==> src/rtl/uart_rx_param.sv <==
// uart_rx_param: oversampled UART receiver with majority voting,
// configurable width/parity/stop bits and a held output word.
module uart_rx_param #(
  parameter int DATA_BITS  = 8,
  parameter int OVERSAMPLE = 16,
  parameter int PARITY     = 0,
  parameter int STOP_BITS  = 1
) (
  input  logic                 clk,
  input  logic                 reset,
  input  logic                 RxD,
  input  logic                 baud_tick,
  input  logic                 rd_ack,
  output logic [DATA_BITS-1:0] rx_data,
  output logic                 RDA,
  output logic                 frame_err,
  output logic                 parity_err,
  output logic                 overrun_err,
  output logic                 busy
);

  localparam int SW = $clog2(OVERSAMPLE);
  localparam int BW = 4;
  localparam logic [SW-1:0] C_LO  = SW'(OVERSAMPLE/2 - 1);
  localparam logic [SW-1:0] C_MID = SW'(OVERSAMPLE/2);
  localparam logic [SW-1:0] C_HI  = SW'(OVERSAMPLE/2 + 1);
  localparam logic [SW-1:0] C_END = SW'(OVERSAMPLE - 1);

  typedef enum logic [2:0] {
    S_IDLE, S_START, S_DATA, S_PAR, S_STOP
  } state_t;

  state_t                 state;
  state_t                 state_n;
  logic                   sync1;
  logic                   rxs;
  logic [SW-1:0]          scnt;
  logic [BW-1:0]          bcnt;
  logic                   v_lo;
  logic                   v_mid;
  logic [DATA_BITS-1:0]   shreg;
  logic                   pend_frm;
  logic                   pend_par;

  logic tick_lo;
  logic tick_mid;
  logic decide;
  logic wrap;
  logic maj;
  logic last_data;
  logic last_stop;
  logic exp_par;
  logic shift_en;
  logic par_bad;
  logic stop_bad;
  logic load;

  // two-flop synchroniser, idles high
  always_ff @(posedge clk or negedge reset) begin
    if (!reset) begin
      sync1 <= 1'b1;
      rxs   <= 1'b1;
    end else begin
      sync1 <= RxD;
      rxs   <= sync1;
    end
  end

  // FSM state register
  always_ff @(posedge clk or negedge reset) begin
    if (!reset) state <= S_IDLE;
    else        state <= state_n;
  end

  // FSM next-state logic
  always_comb begin
    state_n = state;
    unique case (state)
      S_IDLE:  if (!rxs) state_n = S_START;
      S_START: begin
        if (decide && maj) state_n = S_IDLE;
        else if (wrap)     state_n = S_DATA;
      end
      S_DATA: begin
        if (wrap && last_data)
          state_n = (PARITY != 0) ? S_PAR : S_STOP;
      end
      S_PAR:   if (wrap) state_n = S_STOP;
      S_STOP:  if (decide && last_stop) state_n = S_IDLE;
      default: state_n = S_IDLE;
    endcase
  end

  // FSM output and sample-point decode
  always_comb begin
    tick_lo   = baud_tick && (scnt == C_LO);
    tick_mid  = baud_tick && (scnt == C_MID);
    decide    = baud_tick && (scnt == C_HI);
    wrap      = baud_tick && (scnt == C_END);
    maj       = (v_lo & v_mid) | (v_lo & rxs) | (v_mid & rxs);
    last_data = (bcnt == BW'(DATA_BITS));
    last_stop = (bcnt == BW'(STOP_BITS - 1));
    exp_par   = (PARITY == 1) ? ^shreg : ~^shreg;
    shift_en  = decide && (state == S_DATA);
    par_bad   = decide && (state == S_PAR) && (maj != exp_par);
    stop_bad  = decide && (state == S_STOP) && !maj;
    load      = decide && (state == S_STOP) && last_stop;
  end

  // sample/bit counters, vote capture, shift register, pending flags
  always_ff @(posedge clk or negedge reset) begin
    if (!reset) begin
      scnt     <= '0;
      bcnt     <= '0;
      v_lo     <= 1'b0;
      v_mid    <= 1'b0;
      shreg    <= '0;
      pend_frm <= 1'b0;
      pend_par <= 1'b0;
    end else begin
      if (state == S_IDLE)
        scnt <= '0;
      else if (baud_tick)
        scnt <= (scnt == C_END) ? '0 : scnt + 1'b1;
      if (tick_lo)  v_lo  <= rxs;
      if (tick_mid) v_mid <= rxs;
      if (state_n != state)
        bcnt <= '0;
      else if (decide && (state == S_DATA || state == S_STOP))
        bcnt <= bcnt + 1'b1;
      if (shift_en)
        shreg <= {maj, shreg[DATA_BITS-1:1]};
      if (state == S_IDLE) begin
        pend_frm <= 1'b0;
        pend_par <= 1'b0;
      end else begin
        if (par_bad)  pend_par <= 1'b1;
        if (stop_bad) pend_frm <= 1'b1;
      end
    end
  end

  // registered outputs: frame load wins over a same-cycle ack
  always_ff @(posedge clk or negedge reset) begin
    if (!reset) begin
      rx_data     <= '0;
      RDA         <= 1'b0;
      frame_err   <= 1'b0;
      parity_err  <= 1'b0;
      overrun_err <= 1'b0;
      busy        <= 1'b0;
    end else begin
      busy <= (state_n != S_IDLE);
      if (load) begin
        rx_data     <= shreg;
        RDA         <= 1'b1;
        frame_err   <= pend_frm | stop_bad;
        parity_err  <= pend_par;
        overrun_err <= !rd_ack && (overrun_err || RDA);
      end else if (rd_ack && RDA) begin
        RDA         <= 1'b0;
        frame_err   <= 1'b0;
        parity_err  <= 1'b0;
        overrun_err <= 1'b0;
      end
    end
  end

endmodule

==> config.mk <==
export PLATFORM = sky130hd
export DESIGN_NAME = uart_rx_param
export DESIGN_NICKNAME = d
export VERILOG_FILES = /design/src/rtl/uart_rx_param.sv
export SDC_FILE = /design/constraint.sdc
export NUM_CORES = 1
export LEC_CHECK = 0
export CAP_MARGIN = 25
export CORE_ASPECT_RATIO = 1.1
export CORE_MARGIN = 2
export CORE_UTILIZATION = 40
export CTS_BUF_LIST = sky130_fd_sc_hd__clkbuf_4
export DETAILED_ROUTE_END_ITERATION = 12
export PLACE_DENSITY_LB_ADDON = 0.3
export SLEW_MARGIN = 20
export SYNTH_ARGS = -nofsm -noshare
export SYNTH_HDL_FRONTEND = slang
export SYNTH_SLANG_ARGS = --single-unit
==> constraint.sdc <==
create_clock -name clk -period 2.62 [get_ports clk]
set_input_delay 0.524 -clock clk [delete_from_list [all_inputs] [get_ports clk]]
set_output_delay 0.524 -clock clk [all_outputs]
set_load 0.005 [all_outputs]
# Word level (Yosys, flattened, before mapping)
# Cells that the tools add are included.
dict set report word_totals {
  regBits 38
  in_bits 5
  output_inout_bits 13
  elab_cells 85
}
dict set report op_classes {
  n_addsub 2
  n_eq_ne 11
  n_mux 21
  bitwise_logic 6
  n_reduce_logical 29
}
# operator n
set op_table {}
lappend op_table {{$mux W4} 5}
lappend op_table {{$mux W3} 6}
lappend op_table {{$eq A4 B4 Y1 const B} 4}
lappend op_table {{$logic_and A1 B1 Y1} 16}
lappend op_table {{$pmux W3 S5} 1}
lappend op_table {{$reduce_bool A2 Y1} 5}
lappend op_table {{$mux W1} 9}
lappend op_table {{$add A4 B1 Y4 const B} 2}
lappend op_table {{$reduce_xnor A8 Y1} 1}
lappend op_table {{$eq A3 B2 Y1 const B} 2}
lappend op_table {{$eq A4 B3 Y1 const B} 1}
lappend op_table {{$logic_not A4 Y1} 1}
lappend op_table {{$and A1 B1 Y1} 3}
lappend op_table {{$eq A3 B1 Y1 const B} 1}
lappend op_table {{$eq A3 B3 Y1 const B} 1}
lappend op_table {{$logic_not A3 Y1} 1}
lappend op_table {{$ne A3 B3 Y1} 1}
lappend op_table {{$or A1 B1 Y1} 3}
lappend op_table {{$reduce_bool A3 Y1} 1}
lappend op_table {{$logic_not A1 Y1} 2}
lappend op_table {{$logic_or A1 B1 Y1} 2}
lappend op_table {{$ne A1 B1 Y1} 1}

# Logic depth before layout (Yosys ltp)
# Gate-level depths: netlist of run 1.
dict set report logic_depth {
  ltp_word 8
  ltp_mapped 9
  ltp_nobuf 7
}

# Worst setup path after synthesis of run 1
# No wires, ideal clock.
dict set report synth_timing {
  path_kind {register to register}
  start {register bcnt[0]}
  end {register rx_data[2]}
  setup_time_ns 0.125
  arrival_time_ns 1.734
  required_ns 2.495
  path_slack_ns 0.761
  path_stages_with_launch 8
  n_path_buf 2
  period_less_slack_ns 1.859
  path_cell_list {dfrtp_1 inv_1 ha_1 or3b_1 or2_1 buf_6 buf_6 mux2_4}
}
dict set report synth_between {
  elab_chain_cells 2
}
# element line_no
set synth_rtl {}
lappend synth_rtl {{from (decl)} 38} ;# logic [BW-1:0] bcnt;
lappend synth_rtl {{from (signal assigned)} 130} ;# bcnt <= bcnt + 1'b1;
lappend synth_rtl {{$logic_not A4 Y1} 102} ;# last_stop = (bcnt == BW'(STOP_BITS - 1));
lappend synth_rtl {{$logic_and A1 B1 Y1} 107} ;# load = decide && (state == S_STOP) && last_stop;
lappend synth_rtl {{to (signal assigned)} 155} ;# rx_data <= shreg;
lappend synth_rtl {{to (decl)} 14} ;# output logic [DATA_BITS-1:0] rx_data,
# No other way between the ends.
# A chain may end at the register's enable or synchronous reset.

# Worst setup path in the final report of run 1
dict set report layout_timing {
  start {register bcnt[0]}
  end {register rx_data[1]}
}
# The elaborated chain is that of the path after synthesis.

==> results of run 1 <==
final timing paths:
kind                          from    endpoint  slack [ps]
max                        bcnt[0]  rx_data[1]         570
min                          reset  rx_data[5]         270
max reg2reg                bcnt[0]  rx_data[1]         570
min reg2reg                  sync1         rxs         360
max in group asynchronous    reset     scnt[1]        1810
min in group clk             sync1         rxs         360
registers in the layout (all words and copies together), names as in the netlist, 3 cells and up:
register,cells
bcnt,4
rx_data,8
scnt,4
shreg,8
state,3
kinds of logic after synthesis:
group,count (synthesis)
DFF,38
adders and majority gates,5
muxes,18
AOI/OAI and AO/OA,24
and+or+nand+nor,49
buffers and inverters,14
xor gates and xnor gates,12
stage by stage:
| step | hold slack [ps] | instances | util [%] | worst slack (ps) |
|---|---|---|---|---|
| global placement | 347 | 227 | 46.9 | 312 |
| detailed placement | 347 | 227 | 46.9 | 248 |
| floorplan | 228 | 160 | - | 761 |
| finish | 271 | 235 | 48.3 | 569 |
| CTS | 289 | 235 | 48.3 | 558 |
| global route | 315 | 235 | 48.3 | 448 |
synth_stat cells, types with 2 or more instances:
| cell type | n |
|---|---|
| buf_6 | 2 |
| xnor2_1 | 9 |
| dfrtp_1 | 36 |
| nor2_1 | 16 |
| inv_1 | 9 |
| mux2_2 | 9 |
| nand3_1 | 3 |
| nand4_1 | 2 |
| dfstp_2 | 2 |
| buf_4 | 2 |
| mux2_4 | 5 |
| nand2_1 | 13 |
| nand4b_1 | 2 |
| xor2_1 | 2 |
| ha_1 | 5 |
| mux2i_1 | 3 |
| a21o_1 | 2 |
| nor3_1 | 2 |
| a21oi_1 | 6 |
| o21ai_0 | 10 |
power groups by stage:
stage | Clock, mW | Sequential (mW) | Combinational (mW)
4_1_cts | 0.338 | 0.760 | 0.353
2_1_floorplan | 0 | 0.734 | 0.282
5_1_grt | 0.363 | 0.775 | 0.401
3_5_place_dp | 0 | 0.772 | 0.348
6_report | 0.317 | 0.762 | 0.347
3_3_place_gp | 0 | 0.766 | 0.333
critical path, delay by kind of cell, from the launching register on:
family        cells  cell delay (ps)
fa+ha+maj         1              160
buf+inv           1               80
flops             1              430
mux               1              390
simple gates      2              880
final cells by class:
type                            count  area (µm²)
Tap cell                           54        67.6
Timing Repair Buffer               18         173
Sequential cell                    38         953
Multi-Input combinational cell    108         826
Inverter                            9        33.8
Fill cell                         419        2270
Clock buffer                        8        60.1
layer usage:
layer / GRT usage (%) / vias to the layer above / share of wire (%)
met4: 4.58 / 0 / 1.5
met2: 26.8 / 24 / 52
li1: - / 590 / -
met3: 4.87 / 6 / 4.3
met5: 0 / - / 0
met1: 17.6 / 611 / 42
==> summary.md, run 1 <==
| Metric | Value |
|---|---|
| Status | finished clean |
| Top FF cell, synth | dfrtp_1 |
| Clk_lat worst skew | ~340 ps |
| Largest family of logic cells by synthesized area | simple AND/OR/NAND/NOR gates |
| Mean Syn Cell Area | between 10 and 15 µm² |
| Cts repair resizes | 0 |
| Xor/xnor share of the synthesized area | around 6.4% |
| Ys Warns | 0 |
| Vias | ~1200 |
| Top fanout value on the critical path | 13 |
| Max-slew violations | 0 |
| Root Buffer | clkbuf_4 |
| Sequential power share | between 50% and 60% |
| Final setup viols | 0 |
| #FFs+latches synth | 38 |
| Most frequent cells in the layout | dfrtp_1, nor2_1, clkdlybuf4s50_1 |
| Max-slew headroom | between 40% and 50% |
| Worst Hold Class | input port to async pin |
| Setup TNS | 0 ps |
| Share of cells above drive strength 1 | around 18% |
| Final hold vios | 0 |
| Clock transition at the registers of the reported paths | around 110 ps |
| Post-synthesis mux area share | a little under an eighth |
| Worst Setup Path Type | flop to flop |
| Net Switching | 0.464 mW |
| Peak supply drop | 409 µV |
| Clock Skew | between 7 and 8 ps |
| Tmin final | a little over 2000 ps |
| Clk sink count | 38 |
| Wire per inst | 13.7 µm |
| Core Rows | 25 |
| Vias per cell | 5.24 |
| Critical Path Slowest Stage Cell | or2_1 |
| Startpoint Class | flop |
| Post-synth EDFFs | 0 |
| Effective utilization at floorplan | about 42% |
| CP Data Required Time | 2850 ps |
| Yosys top cell area share | roughly half |
| Synthesized net count | 170 |
| Die area | 0.00520 mm² |
| Async set-reset flop share out of synthesis | 100% |
| Horiz. Die Dim | between 60 and 70 µm |
| Seq/Total Area, Yosys | ~51% |
| Finished layout cell area | 0.00211 mm² |
| Unrepaired setup endpoints after global routing | false |
| Final nets | 190 |
| Post-route total power | approximately 1.4 mW |
| Drt first-iter violations | 79 |
| Top-level I/O count | 18 |
| CTS Buf Count | 5 |
| Fmax | 0.488 GHz |
| DRC | 0 |
| Adder and majority gate portion of the synthesized area | under 10% |
| Post-Synthesis Cells | 160 |
| Most common cell after layout, fill and taps aside | dfrtp_1 |
| Overall routing resource usage | 15.2% |
| Clock group share of total power | between 20% and 30% |
| Area leader, netlist | dfrtp_1 |
| Placed Area | between 0.002 and 0.0025 mm² |
| CP Cell Sequence | inv_1 -> ha_1 -> or3b_1 -> or2_1 -> mux2_1 |
| Area grow syn2layout | 13.9% |
| CTS Buffer Depth | 2 |
| Arr. time, crit path | 2280 ps |
| Synth Area in Compound Gates | 7.96% |
| CTS tree | done |
| Remaining antenna violation count | 0 |
| Gate power share | between 20% and 30% |
| Power Density | roughly 670 mW/mm² |
| Max capacitance violation total | 0 |
| Final wirelength | 3220 µm |
| Top post-synthesis cells by area | dfrtp_1, mux2_2, xnor2_1, mux2_4, ha_1 |
| P_leak | slightly above 1 nW |
| Cts hold-fix bufs | 0 |
| Internal Power | slightly below 1 mW |
| Max stage delay on crit path | between 400 and 500 ps |
| Htree depth | 2 |
| Fraction of power spent switching nets | between 30% and 40% |
| Initial antenna violation count | 0 |
| GPL Wtd Cong | between 0.7 and 0.8 |
| Die Y-Extent | about 75 µm |
| Ant diodes | 0 |
| Post-synthesis cell area | about 0.0019 mm² |
| Core Box Area | 0.00438 mm² |
| Grt total ovfl | 0 |
| Count of input and output buffers | 17 |
| Post-Synth Simple-Gate Area | between 10% and 20% |
| Final period util | 78.3% |
| Cell variety after synth | 40 |
| Largest net degree at the start of global routing | 39 |
| First-pass GRT wire length | 5820 µm |
| Worst slew pin tran | 841 ps |
| Iteration count of the initial detailed-routing pass | 4 |
| Setup repair bufs after CTS | 0 |
| CP Capture Type | flop |
| Hpwl dp | 2330 µm |
| Worst r2r path cells | 5 |
| Vias in the first global route | around 1300 |
No activity file was read; power rests on OpenSTA's default activity.
==> inputs of run 2 (changes only) <==
==> constraint.sdc (replaced) <==
create_clock -name clk -period 2.1 [get_ports clk]
set_input_delay 0.42 -clock clk [delete_from_list [all_inputs] [get_ports clk]]
set_output_delay 0.42 -clock clk [all_outputs]
set_load 0.005 [all_outputs]
==> summary.md, run 2 (same netlist as run 1, synthesis figures left out) <==
| Metric | Value |
|---|---|
| Status | finished clean |
| Largest registers | rx_data (8), shreg (8) |
| P_leak | 1.05 nW (+2.7%) |
| CTS Buffer Depth | 2 (unchanged) |
| Placed insts | 233 (+2.6%) |
| Clk sink count | 38 (unchanged) |
| Horiz. Die Dim | 68.9 µm (unchanged) |
| Worst Setup Path Type | flop to flop |
| Clock Skew | 9.65 ps (+2.62 ps) |
| Startpoint Class | flop |
| Largest net degree at the start of global routing | 39 (unchanged) |
| Final nets | 196 (+3.2%) |
| CTS tree | done |
| Wire per inst | 14.2 µm (+3.3%) |
| Htree depth | 2 (unchanged) |
| Clock transition at the registers of the reported paths | 110 ps (about the same) |
| Final worst slack | 184 ps (-385 ps) |
| Post-Layout Cell Count | 241 (+2.6%) |
| Vias per cell | 5.22 (-0.27%) |
| Ant diodes | 0 (unchanged) |
| Iteration count of the initial detailed-routing pass | 4 (unchanged) |
| Most frequent cells in the layout | dfrtp_1, nor2_1, clkdlybuf4s50_1 |
| Remaining antenna violation count | 0 (unchanged) |
| Power Density | 826 mW/mm² (+22%) |
| Vias in the first global route | 1291 (+1.3%) |
| Max-slew headroom | 43.5% (-0.43 points) |
| Placement Setup Slack | -89.1 ps (-337 ps) |
| Hpwl dp | 2460 µm (+5.5%) |
| Post-route total power | 1.78 mW (+25%) |
| CP Data Required Time | 2380 ps (-470 ps) |
| Top-level I/O count | 18 (unchanged) |
| Initial antenna violation count | 0 (unchanged) |
| CP Capture Type | flop |
| Effective utilization at floorplan | 42.4% (unchanged) |
| Final period util | 91.3% (+13 points) |
| Overall routing resource usage | 15.2% (-0.059 points) |
| Worst Hold Class | input port to async pin |
| Grt total ovfl | 0 (unchanged) |
| Filler cells | 389 (-7.2%) |
| Drt first-iter violations | 88 (+11%) |
| Most common cell after layout, fill and taps aside | dfrtp_1 |
| Die area | 0.00520 mm² (unchanged) |
| Clk_lat worst skew | 340 ps (about the same) |
| Count of input and output buffers | 17 (unchanged) |
| Top fanout value on the critical path | 4 (-9) |
| CTS Buf Count | 5 (unchanged) |
| Fmax | 0.522 GHz (+7.0%) |
| Unrepaired setup endpoints after global routing | false |
| DRC | 0 (unchanged) |
| Core Rows | 25 (unchanged) |
| Peak supply drop | 574 µV (+41%) |
| Vias | 1259 (+2.3%) |
| Tmin final | 1920 ps (-135 ps) |
| Area grow syn2layout | 16.1% |
| Final wirelength | 3410 µm (+5.9%) |
| Max capacitance violation total | 0 (unchanged) |
| Final hold vios | 0 (unchanged) |
| Arr. time, crit path | 2190 ps (-90 ps) |
| Root Buffer | clkbuf_4 |
| GPL Wtd Cong | 0.753 (-0.93%) |
| Share of cells above drive strength 1 | 20.9% (+2.6 points) |
| Setup repair bufs after CTS | 0 (unchanged) |
| Worst slew pin tran | 847 ps (+6.39 ps) |
| Max-slew violations | 0 (unchanged) |
| Die Y-Extent | 75.4 µm (unchanged) |
| Core Box Area | 0.00438 mm² (unchanged) |
| Final core occ | 49.2% (+0.94 points) |
| First-pass GRT wire length | 5860 µm (+0.60%) |
| Final setup viols | 0 (unchanged) |
==> run 2: changes by cell type in the layout (fill, tap and decap cells not counted) <==
cell / before / now
clkinv_2: 0 / 1
clkinv_1: 0 / 1
or2_1: 1 / 0
clkbuf_4: 8 / 6
buf_4: 1 / 7
o21ai_1: 1 / 2
o21ai_0: 10 / 9
or2_4: 0 / 1
==> run 2: final timing paths <==
path / startpoint / end / slack (ps) / depth (start not counted)
setup / recovery: scnt[1] / bcnt[3] / 180 / 8
hold / removal: reset / rx_data[5] / 170 / 1
setup reg to reg: scnt[1] / bcnt[3] / 180 / 8
hold reg to reg: sync1 / rxs / 360 / 0
max in group asynchronous: reset / state[2] / 1390 / 1
min in group clk: sync1 / rxs / 360 / 0
==> run 2: critical path, stage by stage, from the launching register on <==
cell and delay [ps]:
dfrtp_1 410, inv_1 90, ha_1 220, nand4b_4 110, buf_4 130, nor2_1 40
a2111oi_2 410, o211ai_1 270, nor2_1 160
==> run 2: power by group <==
part	internal, mW	switching, mW	leakage [nW]
logic	0.219	0.227	0.515
clock network	0.139	0.244	0.0331
registers	0.822	0.130	0.505
==> run 2: cell type report <==
| type | instances | area, µm² | area share (%) |
|---|---|---|---|
| clock inverters | 2 | 8.76 | 0.407 |
| repair buffers | 24 | 218 | 10.1 |
| multi-input cells | 108 | 828 | 38.4 |
| clock buffers | 6 | 45.0 | 2.09 |
| inverters | 9 | 33.8 | 1.57 |
| flip-flops and latches | 38 | 953 | 44.3 |
| well taps | 54 | 67.6 | 3.14 |
==> run 2: through the flow <==
stage | TNS [ps] | hold WS (ps) | area (µm²)
floorplan | 0 | 124 | 1860
global placement | -27.2 | 347 | 2100
detailed placement | -581 | 347 | 2100
CTS | 0 | 194 | 2150
global route | 0 | 222 | 2150
finish | 0 | 168 | 2150
==> run 2: timing repair <==
action	4_1_cts	5_1_grt
hold buffers	0	0
setup endpoints to repair	0	4
gates resized for setup	0	3
==> run 2: layer usage <==
layer	global-route usage, %	part of all wire [%]	up-vias	wire length, µm
met3	3.99	3.5	6	119
met2	25.4	52	32	1780
met5	0	0	-	0
met1	18.2	44	627	1490
met4	6.97	0.94	0	32
li1	-	-	594	-
